--- src/rtl/cube.sv ---
// cube: sequential unsigned integer cube, result = x_i**3.
// One shift-add multiplier stage is iterated twice: MUL1 forms x*x,
// MUL2 forms (x*x)*x. Handshake matches the cube-root block.
//
// Ports:
//   clk     clock, all state updates on the rising edge
//   rst     synchronous active-high reset
//   x_i     operand (N bits), sampled only on the edge that accepts start
//   start   request, accepted only while idle
//   result  registered cube of the last accepted operand (3N bits)
//   busy    registered, high while a computation is in progress
//
// Build option:
//   CUBE_EARLY_EXIT_EN  when defined, each multiply phase ends as soon as
//                       the multiplier shift register runs out of set bits
//                       (latency 2*max(1, msb_index(x)+1)); otherwise
//                       each phase always takes N steps (latency 2N).
//
// States:
//   IDLE | waiting for start, all state held
//   MUL1 | shift-add steps computing x*x
//   MUL2 | shift-add steps computing (x*x)*x
module cube #(
  parameter int N = 8
) (
  input  logic             clk,
  input  logic             rst,
  input  logic [N-1:0]     x_i,
  input  logic             start,
  output logic [3*N-1:0]   result,
  output logic             busy
);

  localparam int CW = $clog2(N) + 1;

  typedef enum logic [1:0] {
    IDLE = 2'd0,
    MUL1 = 2'd1,
    MUL2 = 2'd2
  } state_t;

  state_t           state, state_n;
  logic [N-1:0]     xr, xr_n;
  logic [N-1:0]     b, b_n;
  logic [3*N-1:0]   a, a_n;
  logic [3*N-1:0]   part, part_n;
  logic [3*N-1:0]   result_n;
  logic [CW-1:0]    ctr, ctr_n;
  logic             busy_n;
  logic [3*N-1:0]   sum;
  logic             last;

  // Accumulation for the current step; the last step's addition is
  // included in the value handed to the next phase / result.
  assign sum = part + (b[0] ? a : '0);

`ifdef CUBE_EARLY_EXIT_EN
  // Ends on the step consuming the highest set multiplier bit; a zero
  // multiplier also ends after exactly one step.
  assign last = ((b >> 1) == '0);
`else
  assign last = (ctr == CW'(N - 1));
`endif

  always_ff @(posedge clk) begin
    if (rst) begin
      state  <= IDLE;
      xr     <= '0;
      a      <= '0;
      b      <= '0;
      part   <= '0;
      ctr    <= '0;
      result <= '0;
      busy   <= 1'b0;
    end else begin
      state  <= state_n;
      xr     <= xr_n;
      a      <= a_n;
      b      <= b_n;
      part   <= part_n;
      ctr    <= ctr_n;
      result <= result_n;
      busy   <= busy_n;
    end
  end

  always_comb begin
    state_n  = state;
    xr_n     = xr;
    a_n      = a;
    b_n      = b;
    part_n   = part;
    ctr_n    = ctr;
    result_n = result;
    busy_n   = busy;

    case (state)
      IDLE: begin
        if (start) begin
          xr_n    = x_i;
          a_n     = {{(2*N){1'b0}}, x_i};
          b_n     = x_i;
          part_n  = '0;
          ctr_n   = '0;
          state_n = MUL1;
          busy_n  = 1'b1;
        end
      end

      MUL1, MUL2: begin
        if (last) begin
          if (state == MUL1) begin
            a_n     = sum;
            b_n     = xr;
            part_n  = '0;
            ctr_n   = '0;
            state_n = MUL2;
          end else begin
            result_n = sum;
            busy_n   = 1'b0;
            state_n  = IDLE;
          end
        end else begin
          part_n = sum;
          a_n    = a << 1;
          b_n    = b >> 1;
          ctr_n  = ctr + CW'(1);
        end
      end

      default: begin
        state_n = IDLE;
        busy_n  = 1'b0;
      end
    endcase
  end

endmodule
--- config.mk ---
export PLATFORM = sky130hd
export DESIGN_NAME = cube
export DESIGN_NICKNAME = d
export VERILOG_FILES = /design/src/rtl/cube.sv
export SDC_FILE = /design/constraint.sdc
export NUM_CORES = 1
export LEC_CHECK = 0
export CAP_MARGIN = 20
export CORE_ASPECT_RATIO = 0.8
export CORE_MARGIN = 2
export CORE_UTILIZATION = 35
export CTS_BUF_LIST = sky130_fd_sc_hd__clkbuf_4 sky130_fd_sc_hd__clkbuf_8 sky130_fd_sc_hd__clkbuf_16
export DETAILED_ROUTE_END_ITERATION = 12
export PLACE_DENSITY_LB_ADDON = 0.3
export SLEW_MARGIN = 20
export SYNTH_ARGS = -nofsm -noshare
export SYNTH_HDL_FRONTEND = slang
export SYNTH_SLANG_ARGS = --single-unit
export TNS_END_PERCENT = 5
--- constraint.sdc ---
create_clock -name clk -period 3 [get_ports clk]
set_clock_uncertainty 0.15 [all_clocks]
set_input_delay 0.3 -clock clk [delete_from_list [all_inputs] [get_ports clk]]
set_output_delay 0.3 -clock clk [all_outputs]
set_load 0.1 [all_outputs]
==> reports/results.txt, run 1 <==
status: finished, final reports clean
DP Area: 6020 um2
initial antenna violation count: 0
setup bufs post-CTS: 0
Peak Freq: 352 MHz
Max Cap Viol: 0
placed cells: 911
Seq cells post-synth: 95
Max Transition Viols Final: 0
Slew Limit Headroom: 47.0%
crit path launch type: flop
clock transition at the registers of the reported paths: 0.07 ns
Leak: 2.48 nW
slowest stage delay, CP: 0.49 ns
Final GP Congestion: 0.854
switch share: 31.6%
Tcrit/Tclk final: 94.8%
Max VDD drop: 321 uV
WL/cell: 16.2 um
Final Hold Fails: 0
drt total wl: 15000 um
kind of critical path: reg -> reg
WP data required: 3.12 ns
worst reg2reg endpoint: a[22]$_SDFFE_PP0P_
most frequent CP cell: a31oi_1
CTS sink cnt: 95
synthesized area per cell: 8.11 um2
pin count of the biggest net entering global routing: 78
1st-pass router iterations: 6
Hold Path Stages: 2
P&R area growth vs syn: 16.1%
CP Buf/Inv Count: 1
hold wc startpoint: b[1]$_SDFFE_PP0P_
combinational share of power: 23.4%
Die Area: 16800 um2
cells on worst reg2reg path: 10
Worst EP arrival: 2.97 ns
CTS Buf Count: 9
CTS tree: yes
Die H: 116 um
Seq pwr share: 38.4%
Net Count, Synth: 721
starting density of the core: 35.4%
warnings from Yosys: 0
RSZ-0062 raised after global routing: true
post-synthesis sequential area ratio: 34.4%
slowest CP cell: or4_1
min cycle time layout: 2.84 ns
most frequent cells in the layout: dfxtp_1 (94), nand2_1 (93), nor2_1 (77)
FFs w/ async S/R, synth: 0%
vias post-DR: 5125
count of input and output buffers: 35
commonest non-fill, non-tap cell in the layout: dfxtp_1
share of cells above drive strength 1: 13.1%
CP Capture Type: flop
Top Family by Delay on Critical Path: simple AND/OR/NAND/NOR gates
Detail Route Antenna Nets: 0
DR iter-0 viols: 354
clk root buf: clkbuf_16
cell internal pwr: 2.54 mW
maximum fanout along the worst path: 17
H-tree level count: 3
Clock Latency Late Sink: 0.36 ns
half-perimeter wire length after placement: 10600 um
Sw Pwr: 1.17 mW
count of different cell masters after synthesis: 67
number of enable flip-flop cells after synthesis: 0
final-stage net count: 746
vias in the first global route: 4885
clock buffer depth: 2
Pwr Density: 578 nW/um2
Slew @ Worst Pin: 0.796 ns
Post-Layout Cell Count: 927
reg2reg setup slack: 0.16 ns
grt ovf: 0
Post-Syn Area: 5530 um2
drt drc: 0
design area: 6420 um2
Via density: 5.53
total power: 3.71 mW
I/O Pins: 36
Clk pwr share: 38.3%
DIE WIDTH: 145 um
first-pass GRT wire length: 25200 um
Core ar.: 15600 um2
reg2reg start: b[0]$_SDFFE_PP0P_
Row Count: 41
GR Util All Layers: 18.9%
Setup violations, final: 0
Post-synth top flop: dfxtp_1
diodes inserted: 0
Worst Hold Path EP: b[1]$_SDFFE_PP0P_
HP Class: reg -> reg
cell count after synthesis: 682
critical path, cell by cell: buf_4, and2_1, ha_2, nand3_4, nand2b_4, a31oi_1, a211oi_2, o2bb2ai_4, or4_1, a31oi_1
[flip-flops by register name, indices dropped and copies added, names as in the netlist]
name and flops:
result 24, ctr 4, a 24, b 8, busy 1, state 2, xr 8, part 24
[power groups by stage]
| stage | Sequential, mW | Clock, mW | Combinational (mW) |
|---|---|---|---|
| after global placement | 1.45 | 0 | 0.841 |
| final | 1.42 | 1.42 | 0.868 |
| after detailed placement | 1.45 | 0 | 0.861 |
| after floorplan | 1.46 | 0 | 0.575 |
| after global routing | 1.43 | 1.50 | 0.967 |
| after CTS | 1.42 | 1.46 | 0.867 |
[cell families (layout without fill, tap and decap cells)]
kind of cell / after synthesis / count (layout) / synth area share, %
adders and majority gates: 28 / 28 / 6.47
and+or+nand+nor: 276 / 276 / 23.6
AOI/OAI and AO/OA: 208 / 208 / 26.4
DFF: 95 / 95 / 34.4
buffers and inverters: 57 / 87 / 6.13
xor gates and xnor gates: 13 / 13 / 2.06
muxes: 5 / 5 / 0.928
[final cells by class]
class / count / area (um2)
sequential: 95 / 1900
timing repair buffer: 61 / 518
inverter: 10 / 37.5
fill: 1636 / 9180
clock inverter: 7 / 145
clock buffer: 9 / 225
tap: 215 / 269
multi-input combinational: 530 / 3320
[cells in the mapped netlist, types with 7 or more instances]
master / n / area share, %
nand4_1: 7 / 0.79
a21oi_1: 62 / 5.6
ha_1: 27 / 6.1
clkbuf_1: 26 / 1.8
o21a_1: 8 / 1.1
a311oi_1: 11 / 1.7
nor3_1: 12 / 1.1
a222oi_1: 7 / 1.3
and2_1: 24 / 2.7
a21o_1: 9 / 1.2
o21ai_0: 15 / 1.4
xnor2_1: 7 / 1.1
or4_1: 8 / 1.1
dfxtp_1: 95 / 34
a31oi_1: 9 / 1.0
nand3_1: 23 / 2.1
a22oi_1: 26 / 3.5
nor2_1: 78 / 5.3
inv_1: 10 / 0.68
a211oi_1: 9 / 1.2
nand2_1: 94 / 6.4
[timing repair]
action | 4_1_cts | 5_1_grt
endpoints found under the setup margin | 0 | 34
hold buffers | 0 | 0
gates resized for setup | 0 | 7
[tightest hold or removal path, delay by kind of cell, from the launching register on]
family | cells | cell delay, ns
AOI/OAI and AO/OA | 1 | 0.05
DFF | 1 | 0.31
and+or+nand+nor | 1 | 0.05
[per-stage QoR]
| stage | TNS, ns | setup WS, ns | hold slack (ns) | utilization, % |
|---|---|---|---|---|
| final | 0 | 0.156 | 0.311 | 41.2 |
| after global routing | -0.00623 | -0.00310 | 0.330 | 41.2 |
| after CTS | 0 | 0.0334 | 0.311 | 41.0 |
| after detailed placement | 0 | 0.0653 | 0.300 | 38.6 |
| after global placement | 0 | 0.173 | 0.294 | 38.6 |
| after floorplan | 0 | 0.304 | 0.282 | - |
[layer usage]
layer,up-vias,GRT usage (%),wire (um)
li1,2536,-,-
met1,2447,27.8,7730
met2,129,28.2,6400
met3,13,3.40,689
met4,0,5.44,196
met5,-,0,0
[worst max path at each step]
stage	startpoint	to	slack [ns]	depth (start not counted)
5_1_grt	b[0]$_SDFFE_PP0P_	a[20]$_SDFFE_PP0P_	-0.003	11
2_1_floorplan	b[0]$_SDFFE_PP0P_	a[14]$_SDFFE_PP0P_	0.30	11
3_3_place_gp	b[0]$_SDFFE_PP0P_	part[21]$_SDFFE_PP0P_	0.17	9
3_5_place_dp	b[0]$_SDFFE_PP0P_	part[22]$_SDFFE_PP0P_	0.07	10
6_report	b[0]$_SDFFE_PP0P_	a[22]$_SDFFE_PP0P_	0.16	10
4_1_cts	b[0]$_SDFFE_PP0P_	a[22]$_SDFFE_PP0P_	0.03	10
(Power assumes the default switching activity.)
==> inputs of run 2 (changes only) <==
CAP_MARGIN = 5   (was 20)
PLACE_DENSITY = 0.6   (was default)
PLACE_DENSITY_LB_ADDON = default   (was 0.3)
clock period = 2.46 ns   (was 3 ns; I/O delays follow)
==> reports/results.txt, run 2 (synthesis results as in run 1) <==
Post-CTS Hold Buffers: 0
Die Area: 16800 um2
vias in the first global route: 5233
Tcrit/Tclk final: 107%
P&R area growth vs syn: 35.9%
Max Cap Viol: 0
pin count of the biggest net entering global routing: 63
Final Worst Setup Slack: -0.181 ns
WP data required: 2.60 ns
kind of critical path: reg -> reg
Final GP Congestion: 0.925
status: finished, violations left
H-tree level count: 3
clock buffer depth: 2
CP Capture Type: flop
crit path launch type: flop
HP Class: in -> reg
Setup violations, final: 47
count of input and output buffers: 35
1st-pass router iterations: 5
Worst Hold Path EP: part[16]$_SDFFE_PP0P_
cells on worst reg2reg path: 12
reg2reg setup slack: -0.18 ns
drt total wl: 16700 um
DP Area: 6820 um2
filler cell count: 1512
maximum fanout along the worst path: 7
share of cells above drive strength 1: 29.6%
CTS sink cnt: 95
Top Family by Delay on Critical Path: simple AND/OR/NAND/NOR gates
Worst EP arrival: 2.78 ns
clk root buf: clkbuf_16
Slew Limit Headroom: 56.6%
DR iter-0 viols: 440
slowest CP cell: or4_1
vias post-DR: 5516
Via density: 5.37
Die H: 116 um
Slew @ Worst Pin: 0.651 ns
area taken by multi-input logic gates: 3690 um2
WL/cell: 16.2 um
critical path, cell by cell: and2_1, ha_2, inv_1, fa_2, nor2b_4, o21bai_2, nand2_2, a211oi_4, buf_6, o2bb2ai_4, or4_1, a31oi_1
Clock Latency Late Sink: 0.36 ns
Max VDD drop: 482 uV
half-perimeter wire length after placement: 11700 um
drt drc: 0
initial antenna violation count: 0
RSZ-0062 raised after global routing: true
total power: 4.53 mW
reg2reg start: b[0]$_SDFFE_PP0P_
final-stage net count: 846
diodes inserted: 0
CTS Buf Count: 9
Peak Freq: 379 MHz
I/O Pins: 36
CTS tree: yes
Post-Layout Cell Count: 1027
Hold Path Stages: 2
Max Transition Viols Final: 0
Reg area: 1910 um2
Leak: 3.03 nW
min cycle time layout: 2.64 ns
biggest regs: a x24, part x24, result x24
Pwr Density: 604 nW/um2
placed cells: 1004
Row Count: 41
most frequent cells in the layout: buf_4 (145), dfxtp_1 (94), nand2_1 (91)
GR Util All Layers: 20.1%
commonest non-fill, non-tap cell in the layout: buf_4
Detail Route Antenna Nets: 0
worst slack, placed: -0.241 ns
grt ovf: 0
worst reg2reg endpoint: part[22]$_SDFFE_PP0P_
CP Buf/Inv Count: 2
failing checks: negative setup slack
Final Hold Fails: 0
slowest stage delay, CP: 0.49 ns
design area: 7510 um2
Core ar.: 15600 um2
clock transition at the registers of the reported paths: 0.07 ns
DIE WIDTH: 145 um
first-pass GRT wire length: 26500 um
starting density of the core: 35.4%
hold wc startpoint: rst
-- run 2: metal layers --
| layer | global-route usage, % | wire length [um] |
|---|---|---|
| met5 | 0 | 0 |
| met4 | 6.99 | 296 |
| met2 | 29.7 | 7140 |
| met3 | 3.49 | 886 |
| met1 | 29.4 | 8350 |
-- run 2: area by class of cell --
type                       count  area share [%]
multi-input combinational    531            49.2
tap                          215            3.58
clock buffer                  10            3.18
timing repair buffer         160            16.9
inverter                      10           0.500
clock inverter                 6            1.22
sequential                    95            25.4
-- run 2: worst max path at each step --
| stage | startpoint | end | depth (start not counted) |
|---|---|---|---|
| after CTS | b[0]$_SDFFE_PP0P_ | part[22]$_SDFFE_PP0P_ | 11 |
| final | b[0]$_SDFFE_PP0P_ | part[22]$_SDFFE_PP0P_ | 12 |
| after global routing | b[0]$_SDFFE_PP0P_ | part[22]$_SDFFE_PP0P_ | 12 |
| after global placement | b[0]$_SDFFE_PP0P_ | result[23]$_SDFFE_PP0P_ | 10 |
| after floorplan | b[0]$_SDFFE_PP0P_ | part[18]$_SDFFE_PP0P_ | 12 |
| after detailed placement | b[0]$_SDFFE_PP0P_ | a[22]$_SDFFE_PP0P_ | 11 |
-- run 2: metrics by stage --
| step | hold WS (ns) | TNS (ns) | utilization, % |
|---|---|---|---|
| 2_1_floorplan | 0.241 | -0.227 | - |
| 5_1_grt | 0.270 | -11.19 | 48.2 |
| 3_3_place_gp | 0.294 | -2.89 | 43.7 |
| 3_5_place_dp | 0.301 | -6.13 | 43.7 |
| 4_1_cts | 0.238 | -3.55 | 47.0 |
| 6_report | 0.247 | -4.72 | 48.2 |
-- run 2: where the power goes --
group / leakage (nW) / internal, mW / switching, mW
Combinational: 2.10 / 0.479 / 0.765
Clock: 0.163 / 0.926 / 0.641
Sequential: 0.770 / 1.65 / 0.0718
Total: 3.03 / 3.06 / 1.48
-- run 2: worst reg2reg max path, delay by kind of cell (launching register included) --
family                     cells  cell delay (ns)
AOI/OAI and AO/OA              4             0.44
adders and majority gates      2             0.55
buffers and inverters          2             0.20
DFF                            1             0.38
and+or+nand+nor                4             0.86
-- run 2: repair_timing --
action,4_1_cts,5_1_grt
gates cloned,0,1
gates resized for setup,29,27
setup buffers,2,4
setup endpoints to repair,54,64
pin swaps,12,18
==> inputs of run 3 (changes only) <==
CORE_ASPECT_RATIO = 0.6   (was 0.8)
==> reports/results.txt, run 3 (synthesis results as in run 1) <==
Max Transition Viols Final: 0
GRT met1 Usage: 31.4%
CP Capture Type: flop
global route hottest layer: met1
most frequent cells in the layout: buf_4 (147), dfxtp_1 (94), nand2_1 (90)
1st-pass router iterations: 5
hold wc startpoint: rst
Via density: 5.58
Leak: 3.02 nW
Peak Freq: 378 MHz
DIE WIDTH: 166 um
Post-Layout Cell Count: 1017
met2 usage: 29.9%
Detail Route Antenna Nets: 0
Final Worst Setup Slack: -0.183 ns
half-perimeter wire length after placement: 12300 um
clock buffer depth: 2
crit path launch type: flop
commonest non-fill, non-tap cell in the layout: buf_4
H-tree level count: 3
filler cell count: 1476
met3 track utilization from global routing: 3.83%
CTS sink cnt: 95
Reg area: 1910 um2
pin count of the biggest net entering global routing: 44
maximum fanout along the worst path: 10
Post-CTS Hold Buffers: 0
Worst Hold Path EP: result[16]$_SDFFE_PP0P_
Hold Path Stages: 2
Final GP Congestion: 0.923
biggest regs: a x24, part x24, result x24
Final Hold Fails: 0
min cycle time layout: 2.64 ns
reg2reg start: b[0]$_SDFFE_PP0P_
diodes inserted: 0
failing checks: negative setup slack
Max VDD drop: 368 uV
grt ovf: 0
RSZ-0062 raised after global routing: true
CTS Buf Count: 9
status: finished, violations left
Die H: 101 um
GR Util All Layers: 20.6%
final-stage net count: 848
DR iter-0 viols: 486
Max Cap Viol: 0
WL/cell: 17.5 um
HP Class: in -> reg
share of cells above drive strength 1: 31.6%
kind of critical path: reg -> reg
area taken by multi-input logic gates: 3830 um2
Slew @ Worst Pin: 0.561 ns
Slew Limit Headroom: 62.5%
count of input and output buffers: 35
vias post-DR: 5676
I/O Pins: 36
reg2reg setup slack: -0.18 ns
drt drc: 0
worst reg2reg endpoint: a[16]$_SDFFE_PP0P_
Setup violations, final: 44
drt total wl: 17800 um
Die Area: 16800 um2
Clock Latency Late Sink: 0.36 ns
vias in the first global route: 5301
P&R area growth vs syn: 37.4%
clock transition at the registers of the reported paths: 0.07 ns
Worst EP arrival: 2.78 ns
placed cells: 993
starting density of the core: 35.9%
clk root buf: clkbuf_16
Pwr Density: 581 nW/um2
CTS tree: yes
Tcrit/Tclk final: 107%
Row Count: 35
first-pass GRT wire length: 28000 um
DP Area: 6780 um2
Core ar.: 15400 um2
cells on worst reg2reg path: 12
initial antenna violation count: 0
design area: 7590 um2
worst slack, placed: -0.247 ns
WP data required: 2.60 ns
==> run 3: cell count changes in the layout (fill, tap and decap cells not counted), moves of 3 or more <==
cell,delta
and2_1,-5
and2_4,+5
a21oi_1,-4
ha_1,-4
ha_4,+4
o311ai_1,+3
==> run 3: through the flow <==
stage / utilization, % / hold WS, ns / TNS, ns / total power [mW]
after global placement: 44.0 / 0.292 / -4.05 / 2.92
after floorplan: - / 0.241 / -0.227 / 2.49
after detailed placement: 44.0 / 0.300 / -7.44 / 2.94
after CTS: 47.2 / 0.161 / -5.18 / 4.38
final: 49.3 / 0.178 / -3.96 / 4.41
after global routing: 49.3 / 0.194 / -9.83 / 4.64
==> run 3: how the worst max path moves through the flow <==
stage                           start                    end  cells after the start
global placement    b[0]$_SDFFE_PP0P_  part[21]$_SDFFE_PP0P_                      9
CTS                 b[0]$_SDFFE_PP0P_  part[21]$_SDFFE_PP0P_                     11
global route        b[0]$_SDFFE_PP0P_     a[16]$_SDFFE_PP0P_                     13
floorplan           b[0]$_SDFFE_PP0P_  part[18]$_SDFFE_PP0P_                     12
finish              b[0]$_SDFFE_PP0P_     a[16]$_SDFFE_PP0P_                     12
detailed placement  b[0]$_SDFFE_PP0P_  part[21]$_SDFFE_PP0P_                      9
==> run 3: cell type report <==
type | count | area share (%)
tap | 203 | 3.34
inverter | 10 | 0.494
timing repair buffer | 162 | 16.7
clock buffer | 10 | 3.15
sequential | 95 | 25.1
multi-input combinational | 531 | 50.4
clock inverter | 6 | 0.758
==> run 3: metal layers <==
metal	part of all wire, %	vias up
met5	0	-
met4	1.3	0
met3	7.3	26
met2	41	197
met1	51	2716
li1	-	2737
==> run 3: what timing repair did <==
action | 4_1_cts | 5_1_grt
pin swaps | 13 | 42
hold endpoints to repair | 0 | 0
endpoints found under the setup margin | 55 | 62
setup buffers | 1 | 6
resized for setup | 33 | 54
cloned | 0 | 1
==> run 3: where the power goes <==
part           internal, mW  switching [mW]
clock                 0.742           0.683
combinational         0.477           0.784
sequential             1.65          0.0768
total                  2.87            1.54
==> run 3: critical path, cell delays in order (launching register included) <==
cell and delay, ns:
dfxtp_4 0.38, buf_6 0.14, and2_1 0.14, ha_2 0.30, nand3_4 0.10, nand2b_4 0.13
a31oi_4 0.09, a211oi_4 0.42, buf_6 0.20, mux2i_2 0.23, buf_4 0.15, nand2_1 0.05
a21oi_2 0.10
